## src/rtl/sram_bridge_pkg.sv

```systemverilog
// Shared types and parameter-legality helpers for the CPU data-SRAM bridge.
package sram_bridge_pkg;

   localparam int LAT_W = 4;

   typedef enum logic [1:0] {
      IDLE = 2'd0,
      WAIT = 2'd1,
      DONE = 2'd2
   } bridge_state_t;

   function automatic bit rd_lat_legal(input int lat);
      return (lat >= 2) && (lat <= 15);
   endfunction

   function automatic bit wr_lat_legal(input int lat);
      return (lat >= 1) && (lat <= 15);
   endfunction

endpackage

```

## src/rtl/data_sram_bridge_lat_counter.sv

```systemverilog
// Loadable down-counter; done flags the last wait cycle or a zero-length load.
module lat_counter
   import sram_bridge_pkg::*;
(
   input  logic             clk_i,
   input  logic             reset_i,
   input  logic             load_i,
   input  logic [LAT_W-1:0] load_val_i,
   input  logic             dec_i,
   output logic             done_o
);

   logic [LAT_W-1:0] count_q;
   logic [LAT_W-1:0] count_d;

   // Saturates at zero so the count never wraps.
   always_comb begin
      count_d = count_q;
      if (load_i) begin
         count_d = load_val_i;
      end else if (dec_i && (count_q != {LAT_W{1'b0}})) begin
         count_d = count_q - LAT_W'(1);
      end else begin
         count_d = count_q;
      end
   end

   always_ff @(posedge clk_i) begin
      if (reset_i) begin
         count_q <= {LAT_W{1'b0}};
      end else begin
         count_q <= count_d;
      end
   end

   assign done_o = load_i ? (load_val_i == {LAT_W{1'b0}}) : (count_q == LAT_W'(1));

endmodule

```

## src/rtl/data_sram_bridge.sv

```systemverilog
// CPU data-SRAM port to 1-cycle synchronous RAM bridge with configurable
// read/write completion latency and a held read-data register.
module data_sram_bridge
   import sram_bridge_pkg::*;
#(
   parameter int ADDR_W = 32,
   parameter int DATA_W = 32,
   parameter int RD_LAT = 2,
   parameter int WR_LAT = 1,
   parameter int WR_ACK = 1
) (
   input  logic                clk_i,
   input  logic                reset_i,
   input  logic                cpu_en_i,
   input  logic [DATA_W/8-1:0] cpu_wen_i,
   input  logic [ADDR_W-1:0]   cpu_addr_i,
   input  logic [DATA_W-1:0]   cpu_wdata_i,
   output logic [DATA_W-1:0]   cpu_rdata_o,
   output logic                cpu_data_ok_o,
   output logic                ram_en_o,
   output logic [DATA_W/8-1:0] ram_wen_o,
   output logic [ADDR_W-1:0]   ram_addr_o,
   output logic [DATA_W-1:0]   ram_wdata_o,
   input  logic [DATA_W-1:0]   ram_rdata_i
);

   localparam logic [LAT_W-1:0] RD_LOAD = LAT_W'(RD_LAT - 1);
   localparam logic [LAT_W-1:0] WR_LOAD = LAT_W'(WR_LAT - 1);

   if (!rd_lat_legal(RD_LAT)) begin : g_rd_lat_bad
      $error("data_sram_bridge: RD_LAT must be in 2..15");
   end
   if (!wr_lat_legal(WR_LAT)) begin : g_wr_lat_bad
      $error("data_sram_bridge: WR_LAT must be in 1..15");
   end

   bridge_state_t     state_q, state_d;
   logic              data_ok_q, data_ok_d;
   logic              rd_cap_q, rd_cap_d;
   logic [DATA_W-1:0] rdata_q, rdata_d;

   logic             is_write_s;
   logic             accept_s;
   logic             load_s;
   logic [LAT_W-1:0] load_val_s;
   logic             cnt_done_s;

   assign is_write_s = |cpu_wen_i;
   assign accept_s   = (state_q == IDLE) && cpu_en_i && !reset_i;
   // Legacy writes finish in the accept cycle and never start a latency count.
   assign load_s     = accept_s && !(is_write_s && (WR_ACK == 0));
   assign load_val_s = is_write_s ? WR_LOAD : RD_LOAD;

   lat_counter u_lat_counter (
      .clk_i      (clk_i),
      .reset_i    (reset_i),
      .load_i     (load_s),
      .load_val_i (load_val_s),
      .dec_i      (state_q == WAIT),
      .done_o     (cnt_done_s)
   );

   always_comb begin
      state_d   = state_q;
      data_ok_d = 1'b0;
      rd_cap_d  = accept_s && !is_write_s;
      rdata_d   = rd_cap_q ? ram_rdata_i : rdata_q;
      case (state_q)
         IDLE: begin
            if (load_s) begin
               state_d = cnt_done_s ? DONE : WAIT;
            end else begin
               state_d = IDLE;
            end
         end
         WAIT: begin
            if (cnt_done_s) begin
               state_d = DONE;
            end else begin
               state_d = WAIT;
            end
         end
         DONE:    state_d = IDLE;
         default: state_d = IDLE;
      endcase
      data_ok_d = (state_d == DONE);
   end

   always_ff @(posedge clk_i) begin
      if (reset_i) begin
         state_q   <= IDLE;
         data_ok_q <= 1'b0;
         rd_cap_q  <= 1'b0;
         rdata_q   <= {DATA_W{1'b0}};
      end else begin
         state_q   <= state_d;
         data_ok_q <= data_ok_d;
         rd_cap_q  <= rd_cap_d;
         rdata_q   <= rdata_d;
      end
   end

   assign ram_en_o      = accept_s;
   assign ram_wen_o     = accept_s ? cpu_wen_i : {(DATA_W/8){1'b0}};
   assign ram_addr_o    = cpu_addr_i;
   assign ram_wdata_o   = cpu_wdata_i;
   assign cpu_rdata_o   = rdata_q;
   assign cpu_data_ok_o = data_ok_q;

endmodule

```

## config.mk

```make
export PLATFORM = sky130hd
export DESIGN_NAME = data_sram_bridge
export DESIGN_NICKNAME = d
export VERILOG_FILES = /design/src/rtl/sram_bridge_pkg.sv /design/src/rtl/data_sram_bridge_lat_counter.sv /design/src/rtl/data_sram_bridge.sv
export SDC_FILE = /design/constraint.sdc
export NUM_CORES = 1
export LEC_CHECK = 0
export ABC_AREA = 1
export CORE_AREA = 8 8 89 91
export CTS_BUF_LIST = sky130_fd_sc_hd__clkbuf_2 sky130_fd_sc_hd__clkbuf_4 sky130_fd_sc_hd__clkbuf_8
export DETAILED_ROUTE_END_ITERATION = 8
export DIE_AREA = 0 0 97 99
export PLACE_DENSITY_LB_ADDON = 0.15
export SYNTH_ARGS = -nofsm -noshare
export SYNTH_HDL_FRONTEND = slang
export SYNTH_SLANG_ARGS = --single-unit
```

## constraint.sdc

```tcl
create_clock -name clk_i -period 2.3 [get_ports clk_i]
set_input_delay 0.345 -clock clk_i [delete_from_list [all_inputs] [get_ports clk_i]]
set_output_delay 0.345 -clock clk_i [all_outputs]
set_load 0.05 [all_outputs]
```

* Word level (Yosys, flattened, before mapping) *
Cells that the tools add are included.

storage, ports and cells
  flip-flop bits (word level) = 40
  bits of input ports = 103
  output and inout bits = 102

cells by class
  $add $sub $neg = 1
  eq/ne operators = 3
  muxes and demuxes = 8
  reduce and logical (&&, ||, !) cells = 11

operator list
  kind                                                  number
  two-way mux 4 bit                                     3
  equality test 4 x 1 -> 1 bit (second input constant)  1
  logical AND 1 bit                                     4
  zero test 4 bit                                       1
  two-way mux 2 bit                                     2
  one-hot mux 2 bit (2 select lines)                    1
  nonzero test 4 bit                                    1
  OR reduction 4 bit                                    1
  subtractor 4 x 1 -> 4 bit (second input constant)     1
  equality test 2 x 1 -> 1 bit (second input constant)  1
  equality test 2 bit (second input constant)           1
  zero test 1 bit                                       2
  zero test 2 bit                                       1
  two-way mux 1 bit                                     2
  nonzero test 2 bit                                    1

* Depth between registers and ports, before layout *
Gate-level depths: netlist of run 1.

  depth after elaboration = 8
  depth in mapped cells = 8
  depth with buffers taken out = 8

* Hierarchy *
Synthesis of run 1 repeated with hierarchy kept, for this count alone.

unflattened totals
  cells, all modules = 283
  area, all modules = 2230.9 um2

modules (own cells, without submodules)
  module            instances  cells each  area an instance (um2)  sequential area each (um2)
  data_sram_bridge  1          234         1918.1                  720.7
  lat_counter       1          49          312.8                   80.1

* Worst setup path before layout of run 1 *
OpenSTA, ideal clock, no wires.

  path kind = input port to output port
  start point = input port reset_i
  end point = output port ram_wen_o[0]
  data arrival time = 1.342 ns
  path slack = 0.613 ns
  stages on the path = 3
  cells stage by stage = nor2_2 nand3_2 nor2_1

on the way
  cells in the longest elaborated chain, start to end = 3

RTL lines
  item               RTL line                 source
  start, declared    data_sram_bridge.sv:13   input logic reset_i,
  zero test 1 bit    data_sram_bridge.sv:49   assign accept_s = (state_q == IDLE) && cpu_en_i && !reset_i;
  logical AND 1 bit  data_sram_bridge.sv:49
  two-way mux 4 bit  data_sram_bridge.sv:104  assign ram_wen_o = accept_s ? cpu_wen_i : {(DATA_W/8){1'b0}};
  end, declared      data_sram_bridge.sv:21   output logic [DATA_W/8-1:0] ram_wen_o,

Every way passes these cells.

* Final worst setup path of run 1 *
  start point = input port reset_i
  end point = output port ram_wen_o[3]

The elaborated chain is that of the path after synthesis.

==> qor.yml, run 1 <==
outcome: "finished, final reports clean"
avgSynthCellArea_sq_um: 7.44
yosysSeqAreaShare: 0.397
synth-edff-count: 0
async_reset_ff_frac: 0
fin_total_pwr_mw: 1.40
crit_chain: "clkdlybuf4s50_1 -> nor2_2 -> nand3_2 -> nor2_1 -> buf_12"
clock_skew_ps: 5.28
end_kind: "output pin"
diodes: 0
drc: 0
grt_usage: 0.100
htreeDepth: 2
design.core.area_sq_um: 6570
worst_slew_margin_rel: 0.646
final_hold_viol_count: 0
grt_max_degree: 33
post-route-period-util: 0.828
via_count: 1579
grt-ovfl-total: 0
path_max_fanout: 9
die_y_um: 99
fp-row-count: 30
finish.utilization: 0.386
powerDensity_nw_per_um2: 552
clkSlewWorstSetupHoldPaths_ps: 80
ir_worst_vdd_v: 0.000187
post_drt_wl_per_cell_um: 13.7
crit_path_max_incr_delay_ps: 430
die_w_um: 97
clock_latency_ps: 280
yosysMostFrequentCell: "nor2_1"
drt_iter0_drc: 68
cp.arrival_ps: 1560
critPathLaunchType: "input port"
grt_pass1_wl_um: 7990
layout-drive-gt1-share: 0.0874
area_growth_pct: 25.9
synth_area_leaders: "dfxtp_1 40%, buf_4 24%, nor2_1 15%"
root_buffer: "clkbuf_8"
period_needed_ps: 1910
cp_slowest_cell: "clkdlybuf4s50_1"
clk_path_buf_depth: 2
grt_pass1_vias: 1586
die_area_sq_um: 9600
dpl_worst_slack_ps: 394
rsz0062_at_grt: "false"
yosys.area.top_type_share: 0.397
cts_tree: "yes"
clock-sinks: 40
max_slew.worst_pin.slew_ps: 530
synth_top_area_cell: "dfxtp_1"
fin_ws_ps: 395
max_cap_violations: 0
finalNetCount: 391
netlist_area_sq_um: 2020
dpl.hpwl_um: 3750
dr.pass1.iters: 4
cts_hold_buf: 0
io_pins: 205
cts_made_buffers: 5
max_freq_ghz: 0.525
synth_fp_nets: 377
cp_top_family: "simple AND/OR/NAND/NOR gates"
gp_congestion: 0.738
synth_common_cells: "78 x nor2_1, 64 x buf_4, 40 x dfxtp_1"
post_cts_resized: 0
cp_num_buf_inv: 2
ys.flop_type: "dfxtp_1"
detail-route-antenna-nets: 0
synthCells: 271
worstSetupPathType: "in2out"
portBuffers: 76
holdCritPathClass: "reg2reg"
initial_core_util: 0.307
worst_ep_required_time_ps: 1960
setup_tns_ps: 0
finalWirelength_um: 5010
setup_violations: 0
synth-seq-cells: 40
ys_warn_count: 0
synthDistinctLibCells: 17
vias_per_cell: 4.31
p_leak_nw: 1.09
antenna_found_initial: 0
maxSlewViolCount: 0
post_cts_buffers: 0
[worst register-to-register path, delay by kind of cell (launching register included)]
kind / cells / cell delay, ps
simple gates: 3 / 430
flops: 1 / 340
fa+ha+maj: 1 / 210
compound gates: 1 / 110
buf+inv: 1 / 90
[report_power, final]
part | internal [mW] | total [mW] | switching, mW | leakage (nW)
clock network | 0.268 | 0.501 | 0.233 | 0.0523
registers | 0.702 | 0.708 | 0.00552 | 0.323
logic | 0.0996 | 0.192 | 0.0924 | 0.715
[final cells by class]
class / instances / area (sq um)
Inverter: 13 / 48.8
Clock buffer: 8 / 97.6
Timing Repair Buffer: 80 / 841
Tap cell: 80 / 100
Multi-Input combinational cell: 145 / 649
Fill cell: 679 / 4030
Sequential cell: 40 / 801
[state kept, by name, indices dropped and copies added, names as in the netlist]
name,flops
rd_cap_q,1
state_q,2
cpu_data_ok_o,1
cpu_rdata_o,32
u_lat_counter.count_q,4
[per-stage QoR]
step | cells | instance area (sq um) | hold slack (ps)
after detailed placement | 358 | 2440 | 482
after floorplan | 271 | 2020 | 414
after global placement | 358 | 2440 | 475
final | 366 | 2540 | 494
after CTS | 366 | 2540 | 500
after global routing | 366 | 2540 | 522
[final timing paths]
check	end	from	slack, ps	cells past startpoint
max	ram_wen_o[3]	reset_i	390	5
min	u_lat_counter.count_q[1]	u_lat_counter.count_q[1]	490	2
max reg2reg	u_lat_counter.count_q[1]	u_lat_counter.count_q[0]	1070	6
min reg2reg	u_lat_counter.count_q[1]	u_lat_counter.count_q[1]	490	2
[placed cells by master, fill, tap and decap left out]
| master | count |
|---|---|
| nor2_1 | 78 |
| clkdlybuf4s50_1 | 71 |
| dfxtp_1 | 40 |
| o21ai_0 | 32 |
| nand2_1 | 15 |
| inv_1 | 11 |
| clkbuf_8 | 6 |
| nand3_1 | 5 |
| a21oi_1 | 5 |
| buf_12 | 5 |
| buf_4 | 4 |
| ha_1 | 3 |
| inv_2 | 2 |
| nor2_2 | 2 |
| nand2_2 | 2 |
| clkbuf_4 | 2 |
| nor2_4 | 1 |
| nand3_2 | 1 |
| or2_0 | 1 |
[routing by layer]
metal / up-vias / routed length (um) / track usage
met5: - / 0 / 0
met1: 664 / 1880 / 0.0980
met3: 31 / 688 / 0.0700
met2: 79 / 2250 / 0.153
met4: 0 / 188 / 0.0615
li1: 805 / - / -
[kinds of logic after synthesis]
group | count (synthesis) | share of synthesized area
buffers and inverters | 86 | 0.281
AO/OA/AOI/OAI | 37 | 0.0919
flip-flops | 40 | 0.397
AND/OR/NAND/NOR | 105 | 0.212
adder cells (fa/ha/maj) | 3 | 0.0186
(Power assumes the default switching activity.)
==> run 2: changes to the inputs <==
- CORE_AREA: 8 8 89 91 -> 8 8 96 98
- DIE_AREA: 0 0 97 99 -> 0 0 104 106
- clock period: 2.3 -> 1.7 ns (I/O delays scaled with it)
==> run 2 against run 1 <==
Against the previous run:
- sequential power grew 35%
- routed wire length grew 5.6%
- via count grew 1.9%
- cell area shrank 1.6%
- critical path depth is the same
- clock power grew 22%
- clock skew grew 1.0 ps
- cell count grew 7.1%
- first-iteration DRC count shrank 69%
- combinational power grew 39%
- global-route usage shrank 0.74 points
- total power grew 31%
- critical endpoint is now ram_wen_o[1]
- largest power group unchanged
- highest routed layer unchanged
==> qor.yml, run 2 (synthesized netlist as in run 1, its figures left out) <==
seqPwrFrac: 0.521  # +0.016
end_kind: "output pin"
rr_worst_depth: 3  # -3
io_pins: 205  # unchanged
clock_skew_ps: 6.33  # +1.05 ps
die_area_sq_um: 11000  # +15%
post-route-period-util: 0.929
dr.pass1.iters: 3  # -1
dpl.hpwl_um: 3970  # +6.0%
fin_ws_ps: 120  # -275 ps
crit_path_max_incr_delay_ps: 430  # about the same
worst_ep_required_time_ps: 1440  # -520 ps
finalWirelength_um: 5290  # +5.6%
final_hold_viol_count: 0  # unchanged
crit_chain: "clkdlybuf4s50_1 -> nor2_2 -> nand3_2 -> nor2_1 -> buf_12"
maxSlewViolCount: 0  # unchanged
grt_usage: 0.0930  # -0.00738
cts_made_buffers: 5  # unchanged
timing.rr.end: "cpu_rdata_o[8]"
internal-power_mw: 1.39  # +29%
cts_tree: "yes"
period_needed_ps: 1580
worstSetupPathType: "in2out"
critPathLaunchType: "input port"
regArea_sq_um: 801  # unchanged
root_buffer: "clkbuf_8"
cp_slowest_cell: "clkdlybuf4s50_1"
ir_worst_vdd_v: 0.000269  # +44%
layout_commonest_cell: "nor2_1"
grt_max_degree: 33  # unchanged
setup_violations: 0  # unchanged
vias_per_cell: 4.10  # -4.9%
die_y_um: 106  # +7.1%
worst_slew_margin_rel: 0.304  # -0.341
gp_congestion: 0.751  # +1.8%
fp-row-count: 33  # +10%
swShare: 0.246  # +0.0101
grt_pass1_wl_um: 8410  # +5.3%
crit-reg2reg-launch: "rd_cap_q"
finalNetCount: 393  # +0.51%
via_count: 1609  # +1.9%
initial_core_util: 0.257  # -0.0499
largest_reg_flops: 32  # unchanged
placed_cells: 385  # +7.5%
htreeDepth: 2  # unchanged
post_drt_wl_per_cell_um: 13.5  # -1.4%
place_area_sq_um: 2420  # -0.97%
max_slew.worst_pin.slew_ps: 1040  # +513 ps
clock_latency_ps: 290  # about the same
p_sw_mw: 0.452  # +37%
comb_power_share: 0.145  # +0.008
grt_pass1_vias: 1692  # +6.7%
min_from: "u_lat_counter.count_q[1]"
max_freq_ghz: 0.633
post_cts_resized: 0  # unchanged
post_cts_buffers: 0  # unchanged
cp.arrival_ps: 1320  # -240 ps
rsz0062_at_grt: "false"
clkSlewWorstSetupHoldPaths_ps: 70  # about the same
rrSetupSlack_ps: 350  # -720 ps
antenna_found_initial: 0  # unchanged
path_max_fanout: 5  # -4
detail-route-antenna-nets: 0  # unchanged
hold_depth: 2  # unchanged
holdCritPathClass: "reg2reg"
fin_area_sq_um: 2500  # -1.6%
max_cap_violations: 0  # unchanged
dpl_worst_slack_ps: 92.0  # -302 ps
die_w_um: 104  # +7.2%
clk_path_buf_depth: 2  # unchanged
portBuffers: 76  # unchanged
setup_tns_ps: 0  # unchanged
design.core.area_sq_um: 7850  # +19%
powerDensity_nw_per_um2: 736  # +33%
power.share.clock: 0.333  # -0.025
multi_input_area_sq_um: 649  # unchanged
area_growth_pct: 23.9
stdcell_count: 392  # +7.1%
p_leak_nw: 1.16  # +6.8%
layout_common_cells: "78 x nor2_1, 40 x dfxtp_1, 38 x clkdlybuf4s50_1, 38 x buf_4, 32 x o21ai_0"
drt_iter0_drc: 21  # -69%
drc: 0  # unchanged
diodes: 0  # unchanged
layout-drive-gt1-share: 0.206  # +0.118
outcome: "finished, final reports clean"
cts_hold_buf: 0  # unchanged
clock-sinks: 40  # unchanged
min_to: "u_lat_counter.count_q[1]"
grt-ovfl-total: 0  # unchanged
fillers: 856  # +26%
## run 2: changes by cell type in the layout (fill, tap and decap cells not counted), sizes merged
cell / previous run / this run
clkinv: 0 / 1
clkbuf: 8 / 6
clkdlybuf4s50: 71 / 38
buf: 9 / 44
## run 2: power by group through the flow
stage               clock, mW  combinational, mW  sequential, mW
floorplan                   0              0.480            1.02
global placement            0              0.271           0.980
detailed placement          0              0.271           0.980
CTS                     0.654              0.272           0.958
global route            0.687              0.288           0.960
finish                  0.613              0.267           0.958
## run 2: through the flow
stage | hold WS [ps] | power (mW) | util
floorplan | 324 | 1.49 | -
global placement | 480 | 1.25 | 0.308
detailed placement | 482 | 1.25 | 0.308
CTS | 493 | 1.88 | 0.318
global route | 499 | 1.93 | 0.318
finish | 497 | 1.84 | 0.318
## run 2: worst max path at each step
stage	start	to	slack, ps	depth (start not counted)
after floorplan	state_q[1]	ram_wen_o[0]	150	3
after global placement	reset_i	ram_wen_o[2]	130	5
after detailed placement	reset_i	ram_wen_o[1]	90	5
after CTS	reset_i	ram_wen_o[1]	90	5
after global routing	reset_i	ram_wen_o[1]	20	5
final	reset_i	ram_wen_o[1]	120	5
## run 2: final cells by class
type / instances / share of cell area
clock buffer: 6 / 0.0306
clock inverter: 1 / 0.00200
inverter: 13 / 0.0195
multi-input combinational: 145 / 0.260
sequential: 40 / 0.321
tap: 105 / 0.0526
timing repair buffer: 82 / 0.315
## run 2: critical path, delay by kind of cell
kind,cells,cell delay (ps)
buffers and inverters,2,600
AND/OR/NAND/NOR,3,470
## run 2: routing by layer
| layer | track usage | wire length, um | part of all wire | up-vias |
|---|---|---|---|---|
| li1 | - | - | - | 809 |
| met1 | 0.0852 | 1840 | 0.35 | 698 |
| met2 | 0.146 | 2370 | 0.45 | 66 |
| met3 | 0.0575 | 737 | 0.14 | 36 |
| met4 | 0.0786 | 345 | 0.065 | 0 |
| met5 | 0 | 0 | 0 | - |
